[src/rtl/seq_divider_if.sv]
// Handshake and operand/result bundle for seq_divider.
// The master side drives operands and start; the slave side returns results and status.
interface seq_divider_if #(
    parameter int unsigned QW = 16,
    parameter int unsigned RW = 12,
    parameter int unsigned DW = QW + RW
);
    logic          start;
    logic [DW-1:0] dividend;
    logic [RW-1:0] divisor;
    logic          busy;
    logic          done;
    logic [QW-1:0] quotient;
    logic [RW-1:0] remainder;
    logic          div_by_zero;
    logic          overflow;

    modport master (
        output start, dividend, divisor,
        input  busy, done, quotient, remainder, div_by_zero, overflow
    );

    modport slave (
        input  start, dividend, divisor,
        output busy, done, quotient, remainder, div_by_zero, overflow
    );
endinterface

[src/rtl/seq_divider.sv]
// Iterative restoring divider: DW-bit dividend / RW-bit divisor, one quotient bit per clock.
// Define DIV_EARLY_ERR_EN to let divide-by-zero and overflow ops skip the iteration phase.
module seq_divider #(
    parameter int unsigned QW = 16,
    parameter int unsigned RW = 12,
    parameter int unsigned DW = QW + RW
) (
    input logic        clk,
    input logic        reset,
    seq_divider_if.slave bus
);

    localparam int unsigned CW = $clog2(QW);
    localparam logic [CW-1:0] LastIter = CW'(QW - 1);

`ifdef DIV_EARLY_ERR_EN
    localparam bit EarlyErr = 1'b1;
`else
    localparam bit EarlyErr = 1'b0;
`endif

    typedef enum logic [1:0] {StIdle, StRun, StDone} state_e;

    state_e        state_q, state_d;
    logic [CW-1:0] cnt_q, cnt_d;
    logic [RW:0]   prem_q, prem_d;     // partial remainder P
    logic [QW-1:0] shift_q, shift_d;   // low dividend bits out, quotient bits in
    logic [RW-1:0] dsr_q, dsr_d;
    logic          err_dz_q, err_dz_d;
    logic          err_ov_q, err_ov_d;
    logic          busy_q, busy_d;
    logic          done_q, done_d;
    logic [QW-1:0] quo_q, quo_d;
    logic [RW-1:0] rem_q, rem_d;
    logic          dz_q, dz_d;
    logic          ov_q, ov_d;

    logic [RW:0]   trial;
    logic [RW:0]   diff;
    logic          fits;
    logic          acc_dz;
    logic          acc_ov;

    always_comb begin
        state_d  = state_q;
        cnt_d    = cnt_q;
        prem_d   = prem_q;
        shift_d  = shift_q;
        dsr_d    = dsr_q;
        err_dz_d = err_dz_q;
        err_ov_d = err_ov_q;
        busy_d   = busy_q;
        done_d   = 1'b0;
        quo_d    = quo_q;
        rem_d    = rem_q;
        dz_d     = dz_q;
        ov_d     = ov_q;

        trial  = {prem_q[RW-1:0], shift_q[QW-1]};
        diff   = trial - {1'b0, dsr_q};
        fits   = (trial >= {1'b0, dsr_q});
        acc_dz = (bus.divisor == '0);
        // Quotient fits in QW bits only if the top RW dividend bits are below the divisor.
        acc_ov = !acc_dz && (bus.dividend[DW-1:QW] >= bus.divisor);

        case (state_q)
            StIdle: begin
                if (bus.start) begin
                    shift_d  = bus.dividend[QW-1:0];
                    prem_d   = {1'b0, bus.dividend[DW-1:QW]};
                    dsr_d    = bus.divisor;
                    cnt_d    = '0;
                    err_dz_d = acc_dz;
                    err_ov_d = acc_ov;
                    busy_d   = 1'b1;
                    dz_d     = 1'b0;
                    ov_d     = 1'b0;
                    state_d  = (EarlyErr && (acc_dz || acc_ov)) ? StDone : StRun;
                end
            end
            StRun: begin
                prem_d  = fits ? diff : trial;
                shift_d = {shift_q[QW-2:0], fits};
                cnt_d   = cnt_q + 1'b1;
                if (cnt_q == LastIter) begin
                    state_d = StDone;
                end
            end
            StDone: begin
                state_d = StIdle;
                cnt_d   = '0;
                busy_d  = 1'b0;
                done_d  = 1'b1;
                dz_d    = err_dz_q;
                ov_d    = err_ov_q;
                if (err_dz_q || err_ov_q) begin
                    quo_d = '1;
                    rem_d = '0;
                end else begin
                    quo_d = shift_q;
                    rem_d = prem_q[RW-1:0];
                end
            end
            default: state_d = StIdle;
        endcase
    end

    always_ff @(posedge clk or negedge reset) begin
        if (!reset) begin
            state_q  <= StIdle;
            cnt_q    <= '0;
            prem_q   <= '0;
            shift_q  <= '0;
            dsr_q    <= '0;
            err_dz_q <= 1'b0;
            err_ov_q <= 1'b0;
            busy_q   <= 1'b0;
            done_q   <= 1'b0;
            quo_q    <= '0;
            rem_q    <= '0;
            dz_q     <= 1'b0;
            ov_q     <= 1'b0;
        end else begin
            state_q  <= state_d;
            cnt_q    <= cnt_d;
            prem_q   <= prem_d;
            shift_q  <= shift_d;
            dsr_q    <= dsr_d;
            err_dz_q <= err_dz_d;
            err_ov_q <= err_ov_d;
            busy_q   <= busy_d;
            done_q   <= done_d;
            quo_q    <= quo_d;
            rem_q    <= rem_d;
            dz_q     <= dz_d;
            ov_q     <= ov_d;
        end
    end

    assign bus.busy        = busy_q;
    assign bus.done        = done_q;
    assign bus.quotient    = quo_q;
    assign bus.remainder   = rem_q;
    assign bus.div_by_zero = dz_q;
    assign bus.overflow    = ov_q;

endmodule
[src/flat_wrapper.sv]
// flat-port wrapper written by rule: the top's interface ports become plain ports
module seq_divider_flat 
#(
    parameter int unsigned QW = 16,
    parameter int unsigned RW = 12,
    parameter int unsigned DW = QW + RW
)
  (clk, reset, bus_start, bus_dividend, bus_divisor, bus_busy, bus_done, bus_quotient, bus_remainder, bus_div_by_zero, bus_overflow);
  seq_divider_if #(.QW(QW), .RW(RW), .DW(DW)) bus_i ();
  input logic clk;
  input logic reset;
  input wire logic [$bits(bus_i.start)-1:0] bus_start;
  input wire logic [$bits(bus_i.dividend)-1:0] bus_dividend;
  input wire logic [$bits(bus_i.divisor)-1:0] bus_divisor;
  output wire logic [$bits(bus_i.busy)-1:0] bus_busy;
  output wire logic [$bits(bus_i.done)-1:0] bus_done;
  output wire logic [$bits(bus_i.quotient)-1:0] bus_quotient;
  output wire logic [$bits(bus_i.remainder)-1:0] bus_remainder;
  output wire logic [$bits(bus_i.div_by_zero)-1:0] bus_div_by_zero;
  output wire logic [$bits(bus_i.overflow)-1:0] bus_overflow;
  assign bus_i.start = bus_start;
  assign bus_i.dividend = bus_dividend;
  assign bus_i.divisor = bus_divisor;
  assign bus_busy = bus_i.busy;
  assign bus_done = bus_i.done;
  assign bus_quotient = bus_i.quotient;
  assign bus_remainder = bus_i.remainder;
  assign bus_div_by_zero = bus_i.div_by_zero;
  assign bus_overflow = bus_i.overflow;
  seq_divider #(.QW(QW), .RW(RW), .DW(DW)) u_core (.clk(clk), .reset(reset), .bus(bus_i));
endmodule
[config.mk]
export PLATFORM = sky130hd
export DESIGN_NAME = seq_divider_flat
export DESIGN_NICKNAME = d
export VERILOG_FILES = /design/src/rtl/seq_divider_if.sv /design/src/rtl/seq_divider.sv /design/src/flat_wrapper.sv
export SDC_FILE = /design/constraint.sdc
export NUM_CORES = 1
export LEC_CHECK = 0
export BUFFER_PORTS_ARGS = -buffer_cell sky130_fd_sc_hd__buf_4
export CAP_MARGIN = 20
export CORE_MARGIN = 2
export CORE_UTILIZATION = 50
export CTS_CLUSTER_SIZE = 16
export DETAILED_ROUTE_END_ITERATION = 16
export GPL_TIMING_DRIVEN = 0
export PLACE_DENSITY = 0.85
export SETUP_SLACK_MARGIN = 0.02
export SYNTH_ARGS = -nofsm -noshare
export SYNTH_HDL_FRONTEND = slang
export SYNTH_SLANG_ARGS = --single-unit
[constraint.sdc]
create_clock -name clk -period 2.15 [get_ports clk]
set_clock_uncertainty 0.1 [all_clocks]
set_input_delay 0.1075 -clock clk [delete_from_list [all_inputs] [get_ports clk]]
set_output_delay 0.1075 -clock clk [all_outputs]
set_load 0.02 [all_outputs]
==> impl_metrics.json <==
{
  "max-clock-path-buffers": 2,
  "cap_violations": 0,
  "die_h_um": 97.8,
  "clkPwrFrac_pct": 11.3,
  "viasPerCell": 6.25,
  "rsz0062_at_grt": "true",
  "finalNonFillerCells": 720,
  "grt_use_total_pct": 27.9,
  "worstPathArrival_ns": 2.53,
  "synth-seq-area-share_pct": 45.5,
  "final_max_slew_viol_count": 0,
  "flow.area_growth_from_synthesis_pct": 34.9,
  "row_count": 34,
  "start_util_pct": 50.9,
  "status": "finished, violations left",
  "cts.sinks": 80,
  "synth_warnings": 0,
  "yosys-top-cells-area": "dfrtp_1 46%, ha_1 7.1%, nand2_1 5.4%",
  "path_max_fanout": 4,
  "routedWlPerCell_um": 19.1,
  "gp_congestion": 0.997,
  "syn_nets": 544,
  "grt_overflow": 0,
  "worstMarginPinSlew_ns": 0.620,
  "synth.most_common_cell": "dfrtp_1",
  "ys_seq_elements": 80,
  "hold_slack_ns": 0.0240,
  "first_iter_violations": 409,
  "violations": "negative setup slack",
  "drive_gt1_share_pct": 24.5,
  "synth_area_um2": 4400,
  "synth_top_area_share_pct": 45.5,
  "finalWorstSetupSlack_ns": -0.202,
  "placed_cells": 657,
  "io_buffers": 74,
  "fin_nets": 676,
  "insertion_delay_ns": 0.37,
  "cts_made_buffers": 9,
  "synth-main-ff-cell": "dfrtp_1",
  "tritoncts": "done",
  "htree_levels": 3,
  "post-route-min-period_ns": 2.35,
  "synth_area_leader_cell": "dfrtp_1",
  "placed_cell_area_um2": 5110,
  "cp.required_ns": 2.33,
  "start_kind": "flop",
  "timing.final.crit_share_pct": 109,
  "p_switching_w": 0.00421,
  "syn_avg_cell_area_um2": 9.25,
  "synth_cell_type_count": 54,
  "vias": 4498,
  "first_pass_iters": 5,
  "design.die.area_um2": 9560,
  "seqPwrFrac_pct": 27.4,
  "antenna_cells": 0,
  "dp_hpwl_mm": 8.84,
  "synth-async-reset-ratio_pct": 100,
  "cp-end-kind": "flop",
  "io_pins": 75,
  "reg2reg_depth": 9,
  "setup_viol": 13,
  "p_per_area_nw_per_um2": 1590,
  "grt_max_degree": 81,
  "peakVddDrop_v": 0.000726,
  "root_buffer": "clkbuf_8",
  "fmax_ghz": 0.425,
  "crit_type": "reg -> reg",
  "max-slew-margin-rel_pct": 58.6,
  "antenna_found_initial": 0,
  "p_int_w": 0.00524,
  "yosys-top-cells-count": "80 x dfrtp_1, 63 x nand2_1, 35 x nor2_1",
  "min_path_cells": 4,
  "clkTransAtPathRegs_ns": 0.10,
  "antenna_left": 0,
  "grt_pass1_vias": 4281,
  "route.detailed.drc": 0,
  "synth_cells": 475,
  "synth_edf_count": 0,
  "routed_wl_mm": 13.7,
  "multiInputGateArea_um2": 2320,
  "fill_cells": 600,
  "fin_area_um2": 5930,
  "register_area_um2": 2000,
  "coreArea_um2": 8640,
  "die_w_um": 97.8,
  "cellLeakagePower_nw": 2.84,
  "grt_pass1_wl_mm": 21.4,
  "combPwrFrac_pct": 61.3,
  "min_path_type": "in -> reg",
  "hold_violations": 0,
  "switching_share_pct": 44.5
}
-- layout by cell type (no fill, tap or decap), types with 2 or more instances in the layout --
cell type      count
o22a_1            15
a22oi_1            2
o211ai_1          10
a21o_1            14
a221oi_1           2
o311a_1            2
nand2b_1           4
nand3_1           11
o31ai_2            2
dfrtp_1           79
dlygate4sd3_1     33
o21ai_0           21
inv_2              4
ha_4               8
ha_1              15
clkbuf_8           9
a22o_1            10
nand4b_1           2
ha_2               2
nand4_1           10
nor4_1             6
nor2b_1            5
buf_6              4
xor2_1             2
a31oi_1           20
nor3_1             9
buf_4             89
clkinvlp_4         3
nand2_1           62
inv_6              2
clkbuf_2           6
clkbuf_1          14
a21oi_1           24
nor2_1            35
inv_1             28
and3_1            13
-- layout make-up --
cell class / instances / share of cell area [%]
Multi-Input combinational cell: 335 / 39.1
Sequential cell: 80 / 33.8
Timing Repair Buffer: 126 / 17.9
Tap cell: 108 / 2.28
Clock buffer: 9 / 2.09
Inverter: 32 / 2.03
Buffer: 23 / 1.71
Clock inverter: 7 / 1.10
-- timing repair --
item	in CTS	in global routing
pin swaps	13	14
buffers inserted	14	4
endpoints found under the hold margin	111	6
resized for setup	21	23
hold buffers	32	1
setup endpoints to repair	38	54
-- layer usage --
| layer | wire (um) | GRT usage (%) | part of all wire (%) | up-vias |
|---|---|---|---|---|
| li1 | - | - | - | 1987 |
| met1 | 5410 | 36.5 | 39 | 2176 |
| met2 | 6670 | 46.3 | 49 | 272 |
| met3 | 1100 | 5.15 | 8.0 | 63 |
| met4 | 549 | 11.5 | 4.0 | 0 |
| met5 | 0 | 0 | 0 | - |
-- worst paths after layout --
kind / from / end / slack (ns)
setup / recovery: u_core.prem_q[0] / u_core.prem_q[1] / -0.20
hold / removal: bus_dividend[27] / u_core.err_ov_q / 0.02
setup reg to reg: u_core.prem_q[0] / u_core.prem_q[1] / -0.20
hold reg to reg: u_core.bus.remainder[8] / u_core.bus.remainder[8] / 0.41
max in group asynchronous: reset / u_core.prem_q[6] / 0.81
min in group asynchronous: reset / u_core.bus.quotient[8] / 0.54
-- registers in the layout (all words and copies together) (netlist names), 2 cells and up --
register and cells:
u_core.dsr_q 12, u_core.bus.remainder 12, u_core.prem_q 12, u_core.cnt_q 4, u_core.state_q 2, u_core.bus.quotient 16, u_core.shift_q 16
-- power groups by stage --
stage	logic [W]	clock network [W]	registers, W
4_1_cts	0.00520	0.00107	0.00254
6_report	0.00579	0.00107	0.00259
3_3_place_gp	0.00447	0	0.00255
3_5_place_dp	0.00466	0	0.00257
2_1_floorplan	0.00339	0	0.00258
5_1_grt	0.00619	0.00113	0.00264
-- cell families (layout without fill, tap and decap cells) --
kind of cell | count (synthesis) | count (layout) | synth area share [%]
AND/OR/NAND/NOR | 168 | 168 | 18.4
AO/OA/AOI/OAI | 137 | 137 | 22.2
flip-flops | 80 | 80 | 45.5
buffers and inverters | 60 | 197 | 5.35
adder cells (fa/ha/maj) | 26 | 26 | 7.57
XOR/XNOR | 3 | 3 | 0.598
multiplexers | 1 | 1 | 0.256
-- metrics by stage --
| stage | setup WS [ns] | total power (W) | util, % | setup TNS [ns] |
|---|---|---|---|---|
| after global placement | -0.313 | 0.00701 | 59.2 | -2.69 |
| after floorplan | -0.151 | 0.00598 | - | -0.302 |
| after global routing | -0.226 | 0.00996 | 68.7 | -2.27 |
| after CTS | -0.199 | 0.00882 | 67.1 | -1.26 |
| final | -0.202 | 0.00945 | 68.7 | -1.89 |
| after detailed placement | -0.368 | 0.00723 | 59.2 | -3.49 |
-- worst max-delay path, cell delays in order, from the launching register on --
cell and delay (ns):
dfrtp_1 0.45, ha_4 0.27, nor2b_4 0.13, o31a_1 0.32, o211ai_1 0.18, buf_4 0.16, nand4_4 0.11, buf_4 0.18
and3_1 0.17, o31ai_2 0.18
(Power assumes the default switching activity.)
